`config.mk`:
```
export PLATFORM = sky130hd
export DESIGN_NAME = jtframe_rom_arb
export DESIGN_NICKNAME = d
export VERILOG_FILES = /design/src/rtl/jtframe_rom_pkg.sv /design/src/rtl/jtframe_rr_pick.sv /design/src/rtl/jtframe_rom_arb.sv
export SDC_FILE = /design/constraint.sdc
export NUM_CORES = 1
export LEC_CHECK = 0
export CAP_MARGIN = 20
export CORE_MARGIN = 2
export CORE_UTILIZATION = 30
export DETAILED_ROUTE_END_ITERATION = 10
export PLACE_DENSITY_LB_ADDON = 0.05
export SKIP_LAST_GASP = 1
export SLEW_MARGIN = 20
export SYNTH_ARGS = -nofsm -noshare
export SYNTH_HDL_FRONTEND = slang
export SYNTH_SLANG_ARGS = --single-unit
export TNS_END_PERCENT = 20
```
`constraint.sdc`:
```
create_clock -name clk -period 5.7 [get_ports clk]
set_input_delay 1.14 -clock clk [delete_from_list [all_inputs] [get_ports clk]]
set_output_delay 1.14 -clock clk [all_outputs]
set_load 0.03 [all_outputs]
```
`src/rtl/jtframe_rom_pkg.sv`:
```
// ---------------------------------------------------------------------------
// jtframe_rom_pkg
// Shared definitions for the ROM channel arbiter:
//   - arb_state_t      : request FSM states (idle / requesting / waiting data)
//   - ARB_FIXED,
//     ARB_ROUND_ROBIN  : values of the arbiter RR parameter
//   - idx_width()      : width of a channel index (never below 1 bit)
// ---------------------------------------------------------------------------
package jtframe_rom_pkg;

    typedef enum logic [1:0] {
        ST_IDLE = 2'd0,
        ST_REQ  = 2'd1,
        ST_WAIT = 2'd2
    } arb_state_t;

    localparam int ARB_FIXED       = 0;
    localparam int ARB_ROUND_ROBIN = 1;

    function automatic int idx_width(input int n);
        return (n > 2) ? $clog2(n) : 1;
    endfunction

endpackage

```
`src/rtl/jtframe_rr_pick.sv`:
```
// ---------------------------------------------------------------------------
// jtframe_rr_pick
// Combinational rotating-priority picker. The search starts at the channel
// right after pointer_i and wraps, so the pointer channel itself is the
// lowest priority. Tying pointer_i to CHANNELS-1 yields fixed priority with
// channel 0 highest.
//   pending_i : per-channel request bits
//   pointer_i : index of the most recently served channel
//   grant_o   : index of the selected channel (0 when any_o is low)
//   any_o     : at least one pending bit is set
// ---------------------------------------------------------------------------
module jtframe_rr_pick
    import jtframe_rom_pkg::*;
#(
    parameter int CHANNELS = 4,
    parameter int IW       = idx_width(CHANNELS)
) (
    input  logic [CHANNELS-1:0] pending_i,
    input  logic [IW-1:0]       pointer_i,
    output logic [IW-1:0]       grant_o,
    output logic                any_o
);

    logic [IW-1:0] cand;

    // NOTE: every output of a combinational block gets a default before any
    // conditional assignment, otherwise a latch is inferred.
    always_comb begin
        grant_o = '0;
        any_o   = 1'b0;
        cand    = '0;
        for (int k = 1; k <= CHANNELS; k++) begin
            cand = IW'((int'(pointer_i) + k) % CHANNELS);
            if (!any_o && pending_i[cand]) begin
                grant_o = cand;
                any_o   = 1'b1;
            end
        end
    end

endmodule

```
`src/rtl/jtframe_rom_arb.sv`:
```
// ---------------------------------------------------------------------------
// jtframe_rom_arb
// N-channel arbiter between game ROM readers and the single SDRAM port.
// Each channel keeps a one-entry tagged cache; a channel whose address
// matches its tag is served combinationally, any other active channel
// competes for the SDRAM port. Only one SDRAM request is ever outstanding.
//   clk, rst          : clock, synchronous active-high reset
//   downloading       : ROM download, aborts the FSM and flushes all caches
//   loop_rst          : SDRAM init loop, blocks new grants only
//   ch_cs / ch_addr   : per-channel read enable and packed addresses
//   ch_ok / ch_data   : per-channel hit flag and packed cached data
//   sdram_addr/_req   : outstanding request, req held until sdram_ack
//   sdram_ack         : request accepted (one-cycle pulse)
//   data_read/_rdy    : read data and its one-cycle valid strobe
// ---------------------------------------------------------------------------
module jtframe_rom_arb
    import jtframe_rom_pkg::*;
#(
    parameter int CHANNELS = 4,
    parameter int AW       = 22,
    parameter int DW       = 32,
    parameter int RR       = 1
) (
    input  logic                   clk,
    input  logic                   rst,
    input  logic                   downloading,
    input  logic                   loop_rst,
    input  logic [CHANNELS-1:0]    ch_cs,
    input  logic [CHANNELS*AW-1:0] ch_addr,
    output logic [CHANNELS-1:0]    ch_ok,
    output logic [CHANNELS*DW-1:0] ch_data,
    output logic [AW-1:0]          sdram_addr,
    output logic                   sdram_req,
    input  logic                   sdram_ack,
    input  logic [DW-1:0]          data_read,
    input  logic                   data_rdy
);

    localparam int            IW      = idx_width(CHANNELS);
    localparam logic [IW-1:0] LAST_CH = IW'(CHANNELS - 1);
    localparam bit            USE_RR  = (RR == ARB_ROUND_ROBIN);

    arb_state_t         state_q;
    logic [IW-1:0]      gnt_q;
    logic [IW-1:0]      ptr_q;
    logic [AW-1:0]      addr_q;
    logic               req_q;
    logic [CHANNELS-1:0] valid_q;
    logic [AW-1:0]      tag_q  [CHANNELS];
    logic [DW-1:0]      data_q [CHANNELS];

    logic [AW-1:0]      addr_a [CHANNELS];
    logic [CHANNELS-1:0] hit;
    logic [CHANNELS-1:0] pending;
    logic [IW-1:0]      pick_ptr;
    logic [IW-1:0]      pick_idx;
    logic               pick_any;
    logic               fill_en;

    // Hit uses the live address against the registered tag, so a hit is
    // visible in the same cycle the address is presented.
    for (genvar i = 0; i < CHANNELS; i++) begin : g_ch
        assign addr_a[i]            = ch_addr[i*AW +: AW];
        assign hit[i]               = ch_cs[i] & valid_q[i] & (tag_q[i] == addr_a[i]);
        assign ch_data[i*DW +: DW]  = data_q[i];
    end

    assign ch_ok      = hit;
    assign pending    = ch_cs & ~hit;
    assign pick_ptr   = USE_RR ? ptr_q : LAST_CH;
    assign sdram_addr = addr_q;
    assign sdram_req  = req_q;
    assign fill_en    = (state_q == ST_WAIT) && data_rdy && !downloading;

    jtframe_rr_pick #(
        .CHANNELS (CHANNELS),
        .IW       (IW)
    ) u_pick (
        .pending_i (pending),
        .pointer_i (pick_ptr),
        .grant_o   (pick_idx),
        .any_o     (pick_any)
    );

    // NOTE: sequential state uses non-blocking assignments so every register
    // samples the values from before the edge, independent of block order.
    always_ff @(posedge clk) begin
        if (rst) begin
            state_q <= ST_IDLE;
            gnt_q   <= '0;
            ptr_q   <= LAST_CH;
            addr_q  <= '0;
            req_q   <= 1'b0;
            valid_q <= '0;
            for (int i = 0; i < CHANNELS; i++) data_q[i] <= '0;
        end else if (downloading) begin
            // Abort whatever is in flight; a late data_rdy finds us in IDLE.
            state_q <= ST_IDLE;
            req_q   <= 1'b0;
            valid_q <= '0;
        end else begin
            case (state_q)
                ST_IDLE: begin
                    if (pick_any && !loop_rst) begin
                        gnt_q   <= pick_idx;
                        addr_q  <= addr_a[pick_idx];
                        req_q   <= 1'b1;
                        state_q <= ST_REQ;
                    end
                end
                ST_REQ: begin
                    if (sdram_ack) begin
                        req_q   <= 1'b0;
                        state_q <= ST_WAIT;
                    end
                end
                ST_WAIT: begin
                    // The fill uses the address latched at grant time, so a
                    // channel that moved on meanwhile just misses again.
                    if (data_rdy) begin
                        data_q[gnt_q]  <= data_read;
                        valid_q[gnt_q] <= 1'b1;
                        ptr_q          <= gnt_q;
                        state_q        <= ST_IDLE;
                    end
                end
                default: state_q <= ST_IDLE;
            endcase
        end
    end

    // NOTE: tags carry no reset; a tag is only ever compared while its valid
    // bit is set, and valid bits are cleared by reset and download.
    always_ff @(posedge clk) begin
        if (fill_en) tag_q[gnt_q] <= addr_q;
    end

endmodule

```
Yosys cells after proc, flatten, opt, wreduce, memory -nomap -nowiden --
Memory sizes are Yosys's and may differ from the RTL's. Cells that the tools add are included.
Operators by class: reduce and logical (&&, ||, !) cells 21, multiplexer cells 40, order comparisons 7, eq/ne operators 9, add/subtract/negate cells 4, bitwise gates (word level) 13
Operator list (count):
- equality test 22 bit | 4
- binary-select mux 22 bit (select 2 bit) | 1
- two-way mux 22 bit | 2
- two-way mux 32 bit | 1
- OR reduction 32 bit | 1
- two-way mux 1 bit | 21
- two-way mux 2 bit | 8
- less-than comparator 2 x 3 -> 1 bit (second input constant) | 5
- AND reduction 3 bit | 4
- bitwise AND 1 bit | 8
- binary-select mux 1 bit (select 2 bit) | 4
- logical AND 1 bit | 7
- inequality test 2 bit (second input constant) | 3
- one-hot mux 2 bit (3 select lines) | 1
- logical NOT 1 bit | 5
- adder 2 x 1 -> 2 bit (second input constant) | 2
- adder 2 bit (second input constant) | 2
- bitwise AND 4 bit | 1
- inverter 4 bit | 1
- bitwise OR 4 bit | 1
- greater-or-equal comparator 3 bit (second input constant) | 1
- inverter 2 -> 3 bit | 1
- demux 1 bit (select 2 bit) | 1
- equality test 2 x 1 -> 1 bit (second input constant) | 1
- 8 further kinds | 8
Word-level totals: input bits 130, word-level logic and storage cells 102, output and inout bits 155, bits in registers 33, memories kept 2, bits in writable memories 216
Memory list:
- data_q | words 4, width 32, rd ports 4, clocked after memory_dff 0, wr ports 4, RTL line jtframe_rom_arb.sv:50 | logic [DW-1:0] data_q [CHANNELS];
- tag_q | words 4, width 22, rd ports 4, clocked after memory_dff 0, wr ports 1, RTL line jtframe_rom_arb.sv:49 | logic [AW-1:0] tag_q [CHANNELS];

Longest topological paths before layout --
Gate-level depths: netlist of the first run.
depth in word-level cells 20, mapped depth 10, gate-level depth less buffers 8

Hierarchy --
From an unflattened synthesis of the first run, not the netlist that was laid out.
Unflattened totals: cell total of the unflattened synthesis 705, area total of the unflattened synthesis 10231.1 um^2
By module, submodules not included:
- jtframe_rom_arb | cells each 691, area each 10139.7 um^2, sequential area each 7146.9 um^2, times used 1
- jtframe_rr_pick | cells each 14, area each 91.3 um^2, sequential area each 0.0 um^2, times used 1

Least setup slack after synthesis of the first run --
No wires, ideal clock.
kind in2reg, from input data_rdy, to memory data_q[1][0] (enable), setup time 0.466 ns, arrival 4.110 ns, stages 5, buffers on the path 2, slack 1.125 ns, required time 5.234 ns, cells stage by stage and3b_1 -> clkbuf_1 -> nand3b_1 -> clkbuf_1 -> o21ai_0
RTL lines:
- start, declared | RTL line jtframe_rom_arb.sv:36 | input logic data_rdy
- end, declared | RTL line jtframe_rom_arb.sv:50

Worst setup path after layout of the first run --
from input ch_addr[61], to output ch_ok[2]
Between the ends: cells in the longest elaborated chain, start to end 2
RTL lines:
- start, declared | RTL line jtframe_rom_arb.sv:29 | input logic [CHANNELS*AW-1:0] ch_addr,
- equality test 22 bit | RTL line jtframe_rom_arb.sv:64 | assign hit[i] = ch_cs[i] & valid_q[i] & (tag_q[i] == addr_a[i]);
- bitwise AND 1 bit | RTL line jtframe_rom_arb.sv:64
- end, declared | RTL line jtframe_rom_arb.sv:30 | output logic [CHANNELS-1:0] ch_ok,
No other way between the ends.

==> metrics.yaml, run 1 <==
clock_network:
  clkLatencyLatePin_ns: 0.55
  clk_path_buf_depth: 3
  path_clk_slew_ns: 0.06
  holdBufCountCts: 0
  htree_levels: 1
  clock-sinks: 249
  clk_root_buffer_cell: "clkbuf_16"
  cts_tree: "yes"
  cts_resized: 0
  cts_made_buffers: 29
  cts_setup_buffers: 0
yosys:
  synth_area_leaders: "edfxtp_1 62%, dfxtp_1 6.3%, xor2_1 5.6%, mux2i_1 4.3%, o221ai_2 3.0%"
  avgSynthCellArea_um2: 14.52
  synth_nets: 847
  synth-adder-area-share_pct: 0
  synth_top_area_cell: "edfxtp_1"
  synth_top_family_by_area: "simple AND/OR/NAND/NOR gates"
  syn_inst: 717
  ys_seq_elements: 249
  ys_warn_count: 0
  syn_area_um2: 10410
  yosysSeqAreaShare_pct: 68.67
  synthSimpleGateAreaFrac_pct: 12.13
  synth_edf_count: 216
  ys_top_cells_by_count: "216 x edfxtp_1, 67 x xor2_1, 51 x nor2_1"
  synth.mux.area_fraction_pct: 4.328
  yosys.cell_types.count: 43
  synth-compound-area-share_pct: 4.917
  synth_xor_area_share_pct: 7.406
  synth_top_area_share_pct: 62.32
  synthArstFlopShare_pct: 0
  yosys_most_used_dff: "edfxtp_1"
  yosysMostFrequentCell: "edfxtp_1"
sta:
  worst_slack_ns: 0.5196
  maxSlewViolCount: 0
  hold_viol_final: 0
  max_freq_mhz: 193.0
  fin_skew_ns: 0.01056
  relSlewSlack_pct: 39.69
  period_share_pct: 90.88
  min_period_ns: 5.180
  setup_violations: 0
  whs_ns: 0.4540
  rsz0062_at_grt: "no"
  tns_ns: 0
  worst_slew_pin_slew_ns: 0.9012
outcome:
  status: "finished, final reports clean"
critical_path:
  cp.required_ns: 4.56
  crit_path_max_fanout: 2
  path_cells: "clkdlybuf4s50_1, xnor2_1, nand2_1, or3b_2, nor4bb_1, nand4_1, nor3_1, clkdlybuf4s50_1"
  critPathBufInv: 2
  worst_ep_arrival_time_ns: 4.04
  start_kind: "primary input"
  path_delay_family: "simple AND/OR/NAND/NOR gates"
  cp_common_cell: "clkdlybuf4s50_1"
  worstSetupEndpointType: "primary output"
  cpPeakStageDelay_ns: 0.76
  cpMaxStageDelayCell: "clkdlybuf4s50_1"
  crit_type: "in -> out"
floorplanning:
  io_pins: 285
  coreArea_um2: 34370
  start_util_pct: 30.28
  die_w_um: 190.3
  die_h_um: 190.3
  row_count: 68
  dieArea_um2: 36200
routing:
  viasPerCell: 4.586
  route.detailed.drc: 0
  drt_iter0_drc: 338
  via_count: 6888
  ant_nets: 0
  routed_wirelength_um: 32770
  first_pass_iters: 5
  wl_per_cell_um: 21.82
global_routing:
  gr-total-overflow: 0
  grt_pass1_wl_um: 47660
  grt_pass1_vias: 7034
  grt.total_usage_pct: 17.83
  grt_max_degree: 41
  antenna_found_initial: 3
final_layout:
  syn_to_final_growth_pct: 41.69
  multi_input_area_um2: 3057
  regArea_um2: 7147
  nFillCells: 3231
  utilization_pct: 42.90
  final_net_count: 1152
  drive_gt1_share_pct: 9.187
placement:
  dp_hpwl_um: 22890
  dp_slack_ns: 0.6244
  portBuffers: 284
  gp_congestion: 0.8095
worst_hold_path:
  hp-class: "reg -> reg"
pwr:
  leakagePower_nw: 5.498
  p_per_area_nw_per_um2: 287.1
  vdd_drop_max_v: 0.0002348
flow_run:
  drv_cap: 0
[registers in the layout, summed over array words and instances, names as in the netlist]
signal      count
sdram_req       1
valid_q         4
sdram_addr     22
state_q         2
pick_ptr        2
tag_q          88
data_q        128
gnt_q           2
[final timing paths]
kind | start | endpoint | slack, ns | depth (start not counted)
worst max-delay path | ch_addr[61] | ch_ok[2] | 0.52 | 8
worst min-delay path | valid_q[1] | valid_q[1] | 0.45 | 2
worst max register to register | tag_q[0][18] | sdram_addr[19] | 2.40 | 10
worst min register to register | valid_q[1] | valid_q[1] | 0.45 | 2
[logic make-up (layout without fill, tap and decap cells)]
kind of cell              Yosys count  count (layout)
DFF                               249             249
and+or+nand+nor                   235             235
other                               0               2
AOI/OAI and AO/OA                  48              48
muxes                              45              45
buffers and inverters              52             380
xor gates and xnor gates           88              88
[layout make-up]
type | count | share of cell area, %
diodes | 2 | 0.03394
clock buffers | 46 | 5.693
well taps | 455 | 3.861
flip-flops and latches | 249 | 48.46
repair buffers | 304 | 20.38
multi-input cells | 416 | 20.73
clock inverters | 8 | 0.2800
inverters | 22 | 0.5600
[metal layers]
layer	vias to the layer above	global-route usage (%)	wire length, µm
met5	-	0	13
met4	2	5.546	958
met3	52	4.251	2081
met2	240	29.01	15160
met1	3328	23.54	14560
li1	3266	-	-
[worst min-delay path: cells and delay by family, from the launching register on]
kind,cells,cell delay [ns]
AOI/OAI and AO/OA,1,0.05
DFF,1,0.31
buffers and inverters,1,0.05
[cells in the final DEF (no fill, tap or decap), types with 2 or more instances in the layout]
master / n
diode_2: 2
o221ai_1: 3
a21oi_1: 7
nand2_1: 35
edfxtp_1: 216
clkinv_1: 4
o221ai_2: 21
or2_1: 2
o21a_1: 2
mux2i_1: 45
clkinv_2: 2
or3b_2: 2
inv_1: 21
xor2_1: 67
nand4_1: 8
nor4_1: 17
clkbuf_8: 5
clkbuf_1: 12
nor3_1: 5
xnor2_1: 21
nand3b_1: 5
clkbuf_16: 29
nor2_2: 4
o21ai_4: 4
and2_1: 35
or4_1: 2
clkdlybuf4s50_1: 284
and3_1: 39
nand3_1: 25
dfxtp_1: 33
nor2_1: 47
o21ai_1: 4
buf_4: 19
[per-stage QoR]
stage | instances | instance area (µm²) | power, W
2_1_floorplan | 717 | 10410 | 0.002287
3_3_place_gp | 1446 | 13850 | 0.002547
3_5_place_dp | 1446 | 13860 | 0.002547
4_1_cts | 1500 | 14740 | 0.004293
5_1_grt | 1500 | 14740 | 0.004384
6_report | 1502 | 14750 | 0.004233
[report_power, final]
group | internal [W] | switching [W]
combinational | 0.000201 | 0.000250
clock | 0.00100 | 0.000731
sequential | 0.00202 | 0.0000286
total | 0.00322 | 0.00101
(Power assumes the default switching activity.)
==> run 2, diff against run 1 <==
Settings changed: MAX_ROUTING_LAYER from default to met4, SETUP_SLACK_MARGIN from default to 0.05.
==> metrics.yaml, run 2 (synthesis gave the netlist of run 1 again) <==
placement:
  dp_hpwl_um: 22890  # unchanged
  gp_congestion: 0.8214  # was 0.8095
  dp_slack_ns: 0.6244  # unchanged
  portBuffers: 284  # unchanged
global_routing:
  antenna_found_initial: 3  # unchanged
  grt_pass1_wl_um: 47710  # was 47660 µm
  grt.total_usage_pct: 18.38  # was 17.83%
  gr-total-overflow: 0  # unchanged
  grt_max_degree: 41  # unchanged
  grt_pass1_vias: 7001  # was 7034
sta:
  rsz0062_at_grt: "no"  # unchanged
  fin_skew_ns: 0.01058  # was 0.01056 ns
  min_period_ns: 5.132  # was 5.180 ns
  worst_slew_pin_slew_ns: 0.8765  # was 0.9012 ns
  maxSlewViolCount: 0  # unchanged
  relSlewSlack_pct: 41.35  # was 39.69%
  setup_violations: 0  # unchanged
  max_freq_mhz: 194.8  # was 193.0 MHz
  tns_ns: 0  # unchanged
  hold_viol_final: 0  # unchanged
  worst_slack_ns: 0.5677  # was 0.5196 ns
  whs_ns: 0.4573  # was 0.4540 ns
  period_share_pct: 90.04  # was 90.88%
critical_path:
  path_cells: "clkdlybuf4s50_1, xnor2_1, nand2_1, or3b_2, nor4bb_1, nand4_1, nor3_1, clkdlybuf4s50_1"  # unchanged
  reg2reg_to: "sdram_addr[18]"  # was sdram_addr[19]
  regToRegSetupSlack_ns: 2.43  # was 2.40 ns
  start_kind: "primary input"  # unchanged
  cpPeakStageDelay_ns: 0.76  # about the same
  reg2reg_from: "tag_q[0][18]"  # unchanged
  worst_ep_arrival_time_ns: 3.99  # was 4.04 ns
  cpMaxStageDelayCell: "clkdlybuf4s50_1"  # unchanged
  worstSetupEndpointType: "primary output"  # unchanged
  crit_path_max_fanout: 2  # unchanged
  ff2ff_path_depth: 10  # unchanged
  cp.required_ns: 4.56  # about the same
  crit_type: "in -> out"  # unchanged
  cp_common_cell: "clkdlybuf4s50_1"  # unchanged
floorplanning:
  row_count: 68  # unchanged
  io_pins: 285  # unchanged
  start_util_pct: 30.28  # unchanged
  coreArea_um2: 34370  # unchanged
  die_h_um: 190.3  # unchanged
  dieArea_um2: 36200  # unchanged
  die_w_um: 190.3  # unchanged
pwr:
  leakagePower_nw: 5.498  # about the same
  p_per_area_nw_per_um2: 287.2  # was 287.1 nW/µm²
  vdd_drop_max_v: 0.0002373  # was 0.0002348 V
routing:
  viasPerCell: 4.549  # was 4.586
  ant_nets: 0  # unchanged
  first_pass_iters: 4  # was 5
  route.detailed.drc: 0  # unchanged
  routed_wirelength_um: 32810  # was 32770 µm
  wl_per_cell_um: 21.83  # was 21.82 µm
  via_count: 6837  # was 6888
  drt_iter0_drc: 327  # was 338
worst_hold_path:
  min_path_cells: 2  # unchanged
  hold_end: "valid_q[1]"  # unchanged
  hp-class: "reg -> reg"  # unchanged
  min_from: "valid_q[1]"  # unchanged
clock_network:
  clkLatencyLatePin_ns: 0.55  # about the same
  cts_tree: "yes"  # unchanged
  cts_resized: 0  # unchanged
  holdBufCountCts: 0  # unchanged
  clock-sinks: 249  # unchanged
  clk_path_buf_depth: 3  # unchanged
  clk_root_buffer_cell: "clkbuf_16"  # unchanged
  path_clk_slew_ns: 0.06  # about the same
  htree_levels: 1  # unchanged
  cts_made_buffers: 29  # unchanged
  cts_setup_buffers: 0  # unchanged
final_layout:
  regMostFlops: "data_q"  # unchanged
  syn_to_final_growth_pct: 41.72  # was 41.69%
  mostFrequentLayoutCells: "284 x clkdlybuf4s50_1, 216 x edfxtp_1, 67 x xor2_1"  # unchanged
  final_net_count: 1152  # unchanged
  largest_reg_flops: 128  # unchanged
  drive_gt1_share_pct: 9.187  # unchanged
  final_common_cell: "clkdlybuf4s50_1"  # unchanged
outcome:
  status: "finished, final reports clean"  # unchanged
flow_run:
  drv_cap: 0  # unchanged
## run 2: cell type report
type | count | area, µm²
Multi-Input combinational cell | 416 | 3057
Sequential cell | 249 | 7147
Clock inverter | 8 | 41.29
Tap cell | 455 | 569.3
Fill cell | 3236 | 19620
Inverter | 22 | 82.58
Antenna cell | 3 | 7.507
Clock buffer | 46 | 839.6
Timing Repair Buffer | 304 | 3005
## run 2: through the flow
stage          cell area [µm²]  std cells  power, W  util (%)
3_3_place_gp             13850       1446  0.002547     40.31
6_report                 14750       1503  0.004236     42.91
4_1_cts                  14740       1500  0.004293     42.89
2_1_floorplan            10410        717  0.002287         -
3_5_place_dp             13860       1446  0.002547     40.32
5_1_grt                  14750       1503  0.004384     42.91
## run 2: worst max path at each step
stage                 from            to  slack (ns)  depth (start not counted)
3_3_place_gp   ch_addr[61]      ch_ok[2]        0.56                          8
2_1_floorplan     data_rdy  data_q[1][0]        1.12                          5
6_report       ch_addr[61]      ch_ok[2]        0.57                          8
5_1_grt        ch_addr[61]      ch_ok[2]        0.42                          8
4_1_cts        ch_addr[61]      ch_ok[2]        0.58                          8
3_5_place_dp   ch_addr[61]      ch_ok[2]        0.62                          8
## run 2: worst max-delay path, delay by kind of cell
family | cells | cell delay [ns]
AND/OR/NAND/NOR | 5 | 1.32
buffers and inverters | 2 | 1.24
XOR/XNOR | 1 | 0.30
## run 2: power breakdown
group          total [W]  switching [W]  internal [W]
clock            0.00173       0.000733       0.00100
sequential       0.00205      0.0000286       0.00202
combinational   0.000451       0.000250      0.000201
total            0.00424        0.00101       0.00322
## run 2: layer usage
| layer | GRT usage, % | share of wire [%] | vias to the layer above |
|---|---|---|---|
| li1 | - | - | 3269 |
| met1 | 23.81 | 44 | 3271 |
| met2 | 28.97 | 46 | 246 |
| met3 | 4.012 | 6.4 | 51 |
| met4 | 5.546 | 3.0 | 0 |
| met5 | - | 0 | - |
